$ cat config.mk
export PLATFORM = sky130hd
export DESIGN_NAME = fwd_hazard_unit_flat
export DESIGN_NICKNAME = d
export VERILOG_FILES = /design/src/rtl/fwd_hazard_if.sv /design/src/rtl/fwd_hazard_unit.sv /design/src/flat_wrapper.sv
export SDC_FILE = /design/constraint.sdc
export NUM_CORES = 1
export LEC_CHECK = 0
export CAP_MARGIN = 20
export CORE_MARGIN = 10
export CORE_UTILIZATION = 44
export CTS_BUF_LIST = sky130_fd_sc_hd__clkbuf_8
export CTS_CLUSTER_SIZE = 8
export DETAILED_ROUTE_END_ITERATION = 10
export PLACE_DENSITY = 0.93
export SLEW_MARGIN = 20
export SYNTH_ARGS = -nofsm -noshare
export SYNTH_HDL_FRONTEND = slang
export SYNTH_SLANG_ARGS = --single-unit
$ cat constraint.sdc
create_clock -name clk -period 4.73 [get_ports clk]
set_input_delay 0.7095 -clock clk [delete_from_list [all_inputs] [get_ports clk]]
set_output_delay 0.7095 -clock clk [all_outputs]
set_load 0.005 [all_outputs]
$ cat src/rtl/fwd_hazard_if.sv
// ID-stage operand/destination info and the forwarding/stall controls for the
// LC-3b forwarding and hazard unit.
interface fwd_hazard_if #(
  parameter int REG_W = 3,
  parameter int CNT_W = 16
);
  logic             mem_stall;
  logic             id_valid;
  logic [REG_W-1:0] id_sr1;
  logic             id_sr1_used;
  logic [REG_W-1:0] id_sr2;
  logic             id_sr2_used;
  logic [REG_W-1:0] id_st_src;
  logic             id_st_used;
  logic [REG_W-1:0] id_dest;
  logic             id_regwrite;
  logic             id_is_load;

  logic             a1_mux_sel;
  logic             a2_mux_sel;
  logic             b1_mux_sel;
  logic             b2_mux_sel;
  logic             c1_mux_sel;
  logic             c2_mux_sel;
  logic             stall_if_id;
  logic             bubble_id_ex;
  logic [CNT_W-1:0] fwd_count;
  logic [CNT_W-1:0] lu_stall_count;

  modport master (
    output mem_stall, id_valid, id_sr1, id_sr1_used, id_sr2, id_sr2_used,
           id_st_src, id_st_used, id_dest, id_regwrite, id_is_load,
    input  a1_mux_sel, a2_mux_sel, b1_mux_sel, b2_mux_sel, c1_mux_sel,
           c2_mux_sel, stall_if_id, bubble_id_ex, fwd_count, lu_stall_count
  );

  modport slave (
    input  mem_stall, id_valid, id_sr1, id_sr1_used, id_sr2, id_sr2_used,
           id_st_src, id_st_used, id_dest, id_regwrite, id_is_load,
    output a1_mux_sel, a2_mux_sel, b1_mux_sel, b2_mux_sel, c1_mux_sel,
           c2_mux_sel, stall_if_id, bubble_id_ex, fwd_count, lu_stall_count
  );
endinterface

$ cat src/rtl/fwd_hazard_unit.sv
// Forwarding-select and load-use hazard control for the 5-stage LC-3b pipeline.
// Optional statistics counters are enabled by defining FWD_STATS_EN.
module fwd_hazard_unit #(
  parameter int REG_W = 3,
  parameter int CNT_W = 16
) (
  input  logic        clk,
  input  logic        reset,
  fwd_hazard_if.slave bus
);

  logic             ex_v, ex_rw, ex_ld;
  logic [REG_W-1:0] ex_dest;
  logic             mem_v, mem_rw;
  logic [REG_W-1:0] mem_dest;

  logic he_a, he_b, he_c, hm_a, hm_b, hm_c;
  logic load_use, advance, any_fwd;
  logic a1_q, a2_q, b1_q, b2_q, c1_q, c2_q;

  function automatic logic hit(input logic used, input logic v, input logic rw,
                               input logic [REG_W-1:0] dest,
                               input logic [REG_W-1:0] src);
    return used & v & rw & (dest == src);
  endfunction

  always_comb begin
    he_a     = hit(bus.id_sr1_used, ex_v, ex_rw, ex_dest, bus.id_sr1);
    he_b     = hit(bus.id_sr2_used, ex_v, ex_rw, ex_dest, bus.id_sr2);
    he_c     = hit(bus.id_st_used,  ex_v, ex_rw, ex_dest, bus.id_st_src);
    hm_a     = hit(bus.id_sr1_used, mem_v, mem_rw, mem_dest, bus.id_sr1);
    hm_b     = hit(bus.id_sr2_used, mem_v, mem_rw, mem_dest, bus.id_sr2);
    hm_c     = hit(bus.id_st_used,  mem_v, mem_rw, mem_dest, bus.id_st_src);
    // A load in EX cannot forward yet: its data only exists after MEM.
    load_use = bus.id_valid & ex_ld & (he_a | he_b | he_c);
    advance  = ~bus.mem_stall;
    any_fwd  = bus.id_valid & (he_a | hm_a | he_b | hm_b | he_c | hm_c);
  end

  always_ff @(posedge clk or posedge reset) begin
    if (reset) begin
      ex_v     <= 1'b0;
      ex_rw    <= 1'b0;
      ex_ld    <= 1'b0;
      ex_dest  <= '0;
      mem_v    <= 1'b0;
      mem_rw   <= 1'b0;
      mem_dest <= '0;
      a1_q <= 1'b0; a2_q <= 1'b0;
      b1_q <= 1'b0; b2_q <= 1'b0;
      c1_q <= 1'b0; c2_q <= 1'b0;
    end else if (advance) begin
      mem_v    <= ex_v;
      mem_rw   <= ex_rw;
      mem_dest <= ex_dest;
      ex_dest  <= bus.id_dest;
      ex_rw    <= bus.id_regwrite;
      ex_ld    <= bus.id_is_load;
      if (load_use || !bus.id_valid) begin
        ex_v <= bus.id_valid & ~load_use;
        a1_q <= 1'b0; a2_q <= 1'b0;
        b1_q <= 1'b0; b2_q <= 1'b0;
        c1_q <= 1'b0; c2_q <= 1'b0;
      end else begin
        ex_v <= 1'b1;
        a1_q <= he_a | hm_a; a2_q <= he_a;
        b1_q <= he_b | hm_b; b2_q <= he_b;
        c1_q <= he_c | hm_c; c2_q <= he_c;
      end
    end
  end

  assign bus.a1_mux_sel   = a1_q;
  assign bus.a2_mux_sel   = a2_q;
  assign bus.b1_mux_sel   = b1_q;
  assign bus.b2_mux_sel   = b2_q;
  assign bus.c1_mux_sel   = c1_q;
  assign bus.c2_mux_sel   = c2_q;
  assign bus.stall_if_id  = load_use;
  assign bus.bubble_id_ex = load_use & advance;

`ifdef FWD_STATS_EN
  logic [CNT_W-1:0] fwd_cnt, lu_cnt;

  // Both counters stick at all-ones rather than wrapping.
  always_ff @(posedge clk or posedge reset) begin
    if (reset) begin
      fwd_cnt <= '0;
      lu_cnt  <= '0;
    end else if (advance) begin
      if (!load_use && any_fwd && fwd_cnt != {CNT_W{1'b1}})
        fwd_cnt <= fwd_cnt + CNT_W'(1);
      if (load_use && lu_cnt != {CNT_W{1'b1}})
        lu_cnt <= lu_cnt + CNT_W'(1);
    end
  end

  assign bus.fwd_count      = fwd_cnt;
  assign bus.lu_stall_count = lu_cnt;
`else
  logic unused_stats;
  assign unused_stats       = any_fwd;
  assign bus.fwd_count      = {CNT_W{1'b0}};
  assign bus.lu_stall_count = {CNT_W{1'b0}};
`endif

endmodule

$ cat src/flat_wrapper.sv
// flat-port wrapper written by rule: the top's interface ports become plain ports
module fwd_hazard_unit_flat 
#(
  parameter int REG_W = 3,
  parameter int CNT_W = 16
)
  (clk, reset, bus_mem_stall, bus_id_valid, bus_id_sr1, bus_id_sr1_used, bus_id_sr2, bus_id_sr2_used, bus_id_st_src, bus_id_st_used, bus_id_dest, bus_id_regwrite, bus_id_is_load, bus_a1_mux_sel, bus_a2_mux_sel, bus_b1_mux_sel, bus_b2_mux_sel, bus_c1_mux_sel, bus_c2_mux_sel, bus_stall_if_id, bus_bubble_id_ex, bus_fwd_count, bus_lu_stall_count);
  fwd_hazard_if #(.REG_W(REG_W), .CNT_W(CNT_W)) bus_i ();
  input  logic clk;
  input  logic reset;
  input wire logic [$bits(bus_i.mem_stall)-1:0] bus_mem_stall;
  input wire logic [$bits(bus_i.id_valid)-1:0] bus_id_valid;
  input wire logic [$bits(bus_i.id_sr1)-1:0] bus_id_sr1;
  input wire logic [$bits(bus_i.id_sr1_used)-1:0] bus_id_sr1_used;
  input wire logic [$bits(bus_i.id_sr2)-1:0] bus_id_sr2;
  input wire logic [$bits(bus_i.id_sr2_used)-1:0] bus_id_sr2_used;
  input wire logic [$bits(bus_i.id_st_src)-1:0] bus_id_st_src;
  input wire logic [$bits(bus_i.id_st_used)-1:0] bus_id_st_used;
  input wire logic [$bits(bus_i.id_dest)-1:0] bus_id_dest;
  input wire logic [$bits(bus_i.id_regwrite)-1:0] bus_id_regwrite;
  input wire logic [$bits(bus_i.id_is_load)-1:0] bus_id_is_load;
  output wire logic [$bits(bus_i.a1_mux_sel)-1:0] bus_a1_mux_sel;
  output wire logic [$bits(bus_i.a2_mux_sel)-1:0] bus_a2_mux_sel;
  output wire logic [$bits(bus_i.b1_mux_sel)-1:0] bus_b1_mux_sel;
  output wire logic [$bits(bus_i.b2_mux_sel)-1:0] bus_b2_mux_sel;
  output wire logic [$bits(bus_i.c1_mux_sel)-1:0] bus_c1_mux_sel;
  output wire logic [$bits(bus_i.c2_mux_sel)-1:0] bus_c2_mux_sel;
  output wire logic [$bits(bus_i.stall_if_id)-1:0] bus_stall_if_id;
  output wire logic [$bits(bus_i.bubble_id_ex)-1:0] bus_bubble_id_ex;
  output wire logic [$bits(bus_i.fwd_count)-1:0] bus_fwd_count;
  output wire logic [$bits(bus_i.lu_stall_count)-1:0] bus_lu_stall_count;
  assign bus_i.mem_stall = bus_mem_stall;
  assign bus_i.id_valid = bus_id_valid;
  assign bus_i.id_sr1 = bus_id_sr1;
  assign bus_i.id_sr1_used = bus_id_sr1_used;
  assign bus_i.id_sr2 = bus_id_sr2;
  assign bus_i.id_sr2_used = bus_id_sr2_used;
  assign bus_i.id_st_src = bus_id_st_src;
  assign bus_i.id_st_used = bus_id_st_used;
  assign bus_i.id_dest = bus_id_dest;
  assign bus_i.id_regwrite = bus_id_regwrite;
  assign bus_i.id_is_load = bus_id_is_load;
  assign bus_a1_mux_sel = bus_i.a1_mux_sel;
  assign bus_a2_mux_sel = bus_i.a2_mux_sel;
  assign bus_b1_mux_sel = bus_i.b1_mux_sel;
  assign bus_b2_mux_sel = bus_i.b2_mux_sel;
  assign bus_c1_mux_sel = bus_i.c1_mux_sel;
  assign bus_c2_mux_sel = bus_i.c2_mux_sel;
  assign bus_stall_if_id = bus_i.stall_if_id;
  assign bus_bubble_id_ex = bus_i.bubble_id_ex;
  assign bus_fwd_count = bus_i.fwd_count;
  assign bus_lu_stall_count = bus_i.lu_stall_count;
  fwd_hazard_unit #(.REG_W(REG_W), .CNT_W(CNT_W)) u_core (.clk(clk), .reset(reset), .bus(bus_i));
endmodule
Word level (Yosys, flattened, before mapping)
Cells that the tools add are included.

storage, ports and cells
  logic and storage cells = 57
  output and inout port bits = 40
  bits in registers = 17
  input bits = 21

cells by class
  multiplexer cells = 7
  bitwise operators = 29
  equal/unequal tests = 6
  reductions and logical operators = 2

operators with widths
  operator             count
  AND 1 bit            22
  equality test 3 bit  6
  two-way mux 1 bit    7
  bitwise OR 1 bit     5
  NOT 1 bit            2
  logical NOT 1 bit    1
  logical OR 1 bit     1

Logic depth before layout (Yosys ltp)
  depth in word-level cells = 9
  gate-level depth with buffers = 4
  mapped depth without buffers = 4

Least setup slack after synthesis
Ideal clock, no wire load.

  path type = input to output
  start point = input port bus_id_sr1[2]
  end point = output port bus_bubble_id_ex
  required time = 4021 ps
  cell stages on the path = 4
  arrival time = 1808 ps
  path slack = 2213 ps
  path buffers = 0
  cell sequence = xor2_1 -> or4_4 -> a31oi_4 -> and3b_1

between the ends
  cells in the longest elaborated chain, start to end = 6

ends and longest elaborated chain
  item                            line                   RTL
  start: declaration              flat_wrapper.sv:13     input wire logic [$bits(bus_i.id_sr1)-1:0] bus_id_sr1;
  equality test 3 bit             fwd_hazard_unit.sv:24  return used & v & rw & (dest == src);
  AND 1 bit                       fwd_hazard_unit.sv:24
  bitwise OR 1 bit (2 in series)  fwd_hazard_unit.sv:35  load_use = bus.id_valid & ex_ld & (he_a | he_b | he_c);
  AND 1 bit                       fwd_hazard_unit.sv:35
  AND 1 bit                       fwd_hazard_unit.sv:80  assign bus.bubble_id_ex = load_use & advance;
  end: declaration                flat_wrapper.sv:29     output wire logic [$bits(bus_i.bubble_id_ex)-1:0] bus_bubble_id_ex;

Every way passes these cells.

Final worst setup path
  start point = input port bus_id_sr2[2]
  end point = output port bus_bubble_id_ex

between the ends
  cells in the longest elaborated chain, start to end = 6

ends and longest elaborated chain
  item                            line                   RTL
  start: declaration              flat_wrapper.sv:15     input wire logic [$bits(bus_i.id_sr2)-1:0] bus_id_sr2;
  equality test 3 bit             fwd_hazard_unit.sv:24
  AND 1 bit                       fwd_hazard_unit.sv:24
  bitwise OR 1 bit (2 in series)  fwd_hazard_unit.sv:35
  AND 1 bit                       fwd_hazard_unit.sv:35
  AND 1 bit                       fwd_hazard_unit.sv:80

Every way passes these cells.

==> flow_summary.html <==
<table>
<tr><th>Metric</th><th>Value</th></tr>
<tr><th colspan="2">Global route</th></tr>
<tr><td>Aggregate global-route resource usage</td><td>10.10%</td></tr>
<tr><td>First-pass GRT wire length</td><td>4250 microns</td></tr>
<tr><td>Number of global-route vias before repair</td><td>914</td></tr>
<tr><td>Pin count of the biggest net entering global routing</td><td>21</td></tr>
<tr><td>Total grt overflow</td><td>0</td></tr>
<tr><td>Initial antenna violation count</td><td>0</td></tr>
<tr><th colspan="2">Cells and area</th></tr>
<tr><td>Area of all placed cells without fillers</td><td>1401 sq um</td></tr>
<tr><td>Number of nets in the layout</td><td>165</td></tr>
<tr><td>Fraction of layout instances using a drive strength above 1</td><td>13.29%</td></tr>
<tr><td>Layout Area Growth over Synthesis</td><td>19.79%</td></tr>
<tr><td>Final instance count without filler cells</td><td>173</td></tr>
<tr><td>Diodes inserted</td><td>0</td></tr>
<tr><th colspan="2">Setup path</th></tr>
<tr><td>Category of the worst setup path capture point</td><td>output port</td></tr>
<tr><td>Critical path depth in cells</td><td>6</td></tr>
<tr><td>CP Launch Point</td><td>bus_id_sr2[2]</td></tr>
<tr><td>Slowest library cell on the worst path</td><td>sky130_fd_sc_hd__or4_4</td></tr>
<tr><td>CP Capture Point</td><td>bus_bubble_id_ex</td></tr>
<tr><td>Crit Reg-Reg Startpoint</td><td>u_core.ex_dest[2]$_DFFE_PP0N_</td></tr>
<tr><td>Cell family with the largest share of critical-path delay</td><td>buffers and inverters</td></tr>
<tr><td>Reg2Reg Capture Point</td><td>u_core.bus.a1_mux_sel$_DFFE_PP0N_</td></tr>
<tr><td>Largest incremental delay on the critical path</td><td>560 ps</td></tr>
<tr><td>Startpoint types</td><td>primary input</td></tr>
<tr><td>Crit path top cell by count</td><td>sky130_fd_sc_hd__clkdlybuf4s50_1</td></tr>
<tr><td>Worst reg-to-reg setup slack</td><td>3020 ps</td></tr>
<tr><td>Critical Path Fanout Max</td><td>6</td></tr>
<tr><td>Cell breakdown of the critical path</td><td>clkdlybuf4s50_1 -&gt; xor2_1 -&gt; or4_4 -&gt; a31oi_4 -&gt; and3b_1 -&gt; clkdlybuf4s50_1</td></tr>
<tr><td>Number of cell instances on the worst register-to-register path</td><td>4</td></tr>
<tr><td>Data arrival, critical path</td><td>2830 ps</td></tr>
<tr><td>Count of buffer and inverter cells on the critical path</td><td>2</td></tr>
<tr><td>CP required</td><td>4020 ps</td></tr>
<tr><td>Critical path type</td><td>in2out</td></tr>
<tr><th colspan="2">Detailed routing</th></tr>
<tr><td>Number of routed nets with antenna violations</td><td>0</td></tr>
<tr><td>Drc violations</td><td>0</td></tr>
<tr><td>Count of vias placed by the detailed router</td><td>814</td></tr>
<tr><td>Routed WL</td><td>2637 microns</td></tr>
<tr><td>Final routed wire length divided by cell count</td><td>15.24 microns</td></tr>
<tr><td>Number of DRC violations after detailed-routing iteration 0</td><td>24</td></tr>
<tr><td>DR pass1 iterations</td><td>4</td></tr>
<tr><td>Drt via density</td><td>4.705</td></tr>
<tr><th colspan="2">STA</th></tr>
<tr><td>Period utilization</td><td>74.83%</td></tr>
<tr><td>Setup TNS</td><td>0 ps</td></tr>
<tr><td>Actual transition at the worst max-transition pin</td><td>777.9 ps</td></tr>
<tr><td>Layout Skew</td><td>3.016 ps</td></tr>
<tr><td>Minimum clock period</td><td>3540 ps</td></tr>
<tr><td>FMAX</td><td>282.5 MHz</td></tr>
<tr><td>Slew HR</td><td>47.98%</td></tr>
<tr><td>Final-report max-slew violation count</td><td>0</td></tr>
<tr><td>Hold Violations, Final</td><td>0</td></tr>
<tr><td>Crit path setup slack, layout</td><td>1191 ps</td></tr>
<tr><td>Unrepaired setup endpoints after global routing</td><td>false</td></tr>
<tr><td>Final setup violating endpoints</td><td>0</td></tr>
<tr><th colspan="2">Clocking</th></tr>
<tr><td>Clock transition at path regs</td><td>60 ps</td></tr>
<tr><td>Number of setup buffers added after CTS</td><td>0</td></tr>
<tr><td>Clock latency on the worst-skew pair</td><td>250 ps</td></tr>
<tr><td>PostCTS Resize Cnt</td><td>0</td></tr>
<tr><td>Maximum clock path buffer count</td><td>2</td></tr>
<tr><td>Deepest level of the CTS H-tree</td><td>1</td></tr>
<tr><td>Master cell of the clock root buffer</td><td>sky130_fd_sc_hd__clkbuf_8</td></tr>
<tr><td>CTS buffer count</td><td>3</td></tr>
<tr><td>CTS tree</td><td>built</td></tr>
<tr><td>Number of sinks handled by clock tree synthesis</td><td>17</td></tr>
<tr><td>Number of buffers inserted for hold repair after clock tree synthesis</td><td>0</td></tr>
<tr><th colspan="2">Floorplan</th></tr>
<tr><td>Floorplan Core Area</td><td>2500 sq um</td></tr>
<tr><td>Die width</td><td>71.57 microns</td></tr>
<tr><td>Top-level port count</td><td>61</td></tr>
<tr><td>Die Height</td><td>71.57 microns</td></tr>
<tr><td>Placement Rows</td><td>18</td></tr>
<tr><td>Die outline area</td><td>5122 sq um</td></tr>
<tr><td>Starting density of the core</td><td>46.80%</td></tr>
<tr><th colspan="2">Hold path</th></tr>
<tr><td>Class of the most critical hold timing path</td><td>reg2reg</td></tr>
<tr><td>Hold wc startpoint</td><td>u_core.bus.b1_mux_sel$_DFFE_PP0N_</td></tr>
<tr><th colspan="2">Synth</th></tr>
<tr><td>Post-synth top flop</td><td>sky130_fd_sc_hd__dfrtp_1</td></tr>
<tr><td>Proportion of synthesized flip-flops having asynchronous set or reset</td><td>100.0%</td></tr>
<tr><td>Number of distinct library cells after synthesis</td><td>21</td></tr>
<tr><td>Count of flip-flops with a built-in enable after synthesis</td><td>0</td></tr>
<tr><td>Number of instances in the synthesized netlist</td><td>114</td></tr>
<tr><td>Cell with the most instances after synthesis</td><td>sky130_fd_sc_hd__buf_4</td></tr>
<tr><td>Yosys top cell by area</td><td>sky130_fd_sc_hd__dfrtp_1</td></tr>
<tr><td>Avg Synthesized Cell Area</td><td>10.26 sq um</td></tr>
<tr><td>Fraction of the yosys area taken by sequential cells</td><td>36.36%</td></tr>
<tr><td>Area share of the largest cell type after synthesis</td><td>36.36%</td></tr>
<tr><td>Post-synthesis sequential element count</td><td>17</td></tr>
<tr><td>Netlist Area Pre-Place</td><td>1170 sq um</td></tr>
<tr><td>Post-synth top cells</td><td>32 x sky130_fd_sc_hd__buf_4, 17 x sky130_fd_sc_hd__dfrtp_1, 15 x sky130_fd_sc_hd__xor2_1</td></tr>
<tr><td>Leading post-synthesis cells by cell area</td><td>sky130_fd_sc_hd__dfrtp_1 36%, sky130_fd_sc_hd__buf_4 21%, sky130_fd_sc_hd__xor2_1 11%</td></tr>
<tr><td>Synth warn</td><td>0</td></tr>
<tr><th colspan="2">Job</th></tr>
<tr><td>Max Cap Violations</td><td>0</td></tr>
<tr><th colspan="2">Placed design</th></tr>
<tr><td>Routability Congestion</td><td>0.8893</td></tr>
<tr><td>Worst slack after detailed placement</td><td>1186 ps</td></tr>
<tr><td>Input/output buffers</td><td>28</td></tr>
<tr><td>Detailed placement HPWL</td><td>2281 microns</td></tr>
<tr><td>Placed inst area</td><td>1356 sq um</td></tr>
<tr><td># placed instances</td><td>169</td></tr>
<tr><th colspan="2">Pwr</th></tr>
<tr><td>Overall power consumption</td><td>0.3544 mW</td></tr>
<tr><td>Leakage Power</td><td>0.6235 nW</td></tr>
<tr><td>Largest vdd supply drop</td><td>174.4 uV</td></tr>
<tr><td>PwrDens</td><td>252.9 nW/um^2</td></tr>
<tr><th colspan="2">Run status</th></tr>
<tr><td>Outcome</td><td>finished clean</td></tr>
</table>
## metrics by stage
stage | utilization (%) | hold slack, ps
after CTS | 56.06 | 495.5
after floorplan | - | 475.2
final | 56.06 | 489.1
after global routing | 56.06 | 516.0
after global placement | 54.25 | 468.1
after detailed placement | 54.25 | 479.5
## worst min-delay path: stages, from the launching register on
cell and delay [ps]:
sky130_fd_sc_hd__dfrtp_1 340, sky130_fd_sc_hd__nand2_1 50, sky130_fd_sc_hd__o31ai_1 60
## metal layers
metal	global-route usage, %	routed length (microns)	vias up
li1	-	-	378
met1	10.61	977	375
met2	14.61	1097	54
met3	7.300	493	7
met4	5.376	68	0
met5	0	0	-
## state kept, by name, indices dropped and copies added, names as in the netlist
name                   count
u_core.bus.a1_mux_sel      1
u_core.bus.a2_mux_sel      1
u_core.bus.b1_mux_sel      1
u_core.bus.b2_mux_sel      1
u_core.bus.c1_mux_sel      1
u_core.bus.c2_mux_sel      1
u_core.ex_dest             3
u_core.ex_ld               1
u_core.ex_rw               1
u_core.ex_v                1
u_core.mem_dest            3
u_core.mem_rw              1
u_core.mem_v               1
## worst min-delay path by stage
stage | cells after the start | end
final | 2 | u_core.bus.b1_mux_sel$_DFFE_PP0N_
after global routing | 2 | u_core.bus.c1_mux_sel$_DFFE_PP0N_
after CTS | 2 | u_core.bus.b1_mux_sel$_DFFE_PP0N_
after detailed placement | 2 | u_core.bus.b1_mux_sel$_DFFE_PP0N_
after global placement | 2 | u_core.bus.b1_mux_sel$_DFFE_PP0N_
after floorplan | 2 | u_core.bus.a1_mux_sel$_DFFE_PP0N_
## placed cells by master, fill, tap and decap left out, types with 2 or more instances in the layout
cell type	instances
sky130_fd_sc_hd__nand2_1	8
sky130_fd_sc_hd__xnor2_1	3
sky130_fd_sc_hd__inv_1	3
sky130_fd_sc_hd__conb_1	32
sky130_fd_sc_hd__nand4_1	3
sky130_fd_sc_hd__or4_4	3
sky130_fd_sc_hd__xor2_1	15
sky130_fd_sc_hd__nand3_1	3
sky130_fd_sc_hd__o31a_1	2
sky130_fd_sc_hd__mux2_2	10
sky130_fd_sc_hd__o31ai_1	3
sky130_fd_sc_hd__o21ai_0	4
sky130_fd_sc_hd__clkdlybuf4s50_1	28
sky130_fd_sc_hd__dfrtp_1	17
sky130_fd_sc_hd__clkbuf_8	3
## area by class of cell
class | instances | area, sq um
clock buffers | 3 | 41.29
fillers | 227 | 1099
inverters | 2 | 7.507
well taps | 30 | 37.54
multi-input cells | 92 | 605.6
flip-flops and latches | 17 | 425.4
clock inverters | 1 | 3.754
repair buffers | 28 | 280.3
## logic make-up after synthesis
logic type | count (synthesis) | share of synthesized area, %
AO/OA/AOI/OAI | 11 | 7.808
XOR/XNOR | 18 | 13.48
buffers and inverters | 36 | 21.82
flip-flops | 17 | 36.36
multiplexers | 10 | 9.626
other | 1 | 0.3205
AND/OR/NAND/NOR | 21 | 10.59
## where the power goes
group	leakage [nW]	total (mW)	internal [mW]	switching, mW
Combinational	0.383	0.0761	0.0410	0.0351
Sequential	0.213	0.174	0.158	0.0163
Clock	0.0269	0.104	0.0576	0.0467
Total	0.624	0.354	0.256	0.0981
No activity file was read; power rests on OpenSTA's default activity.
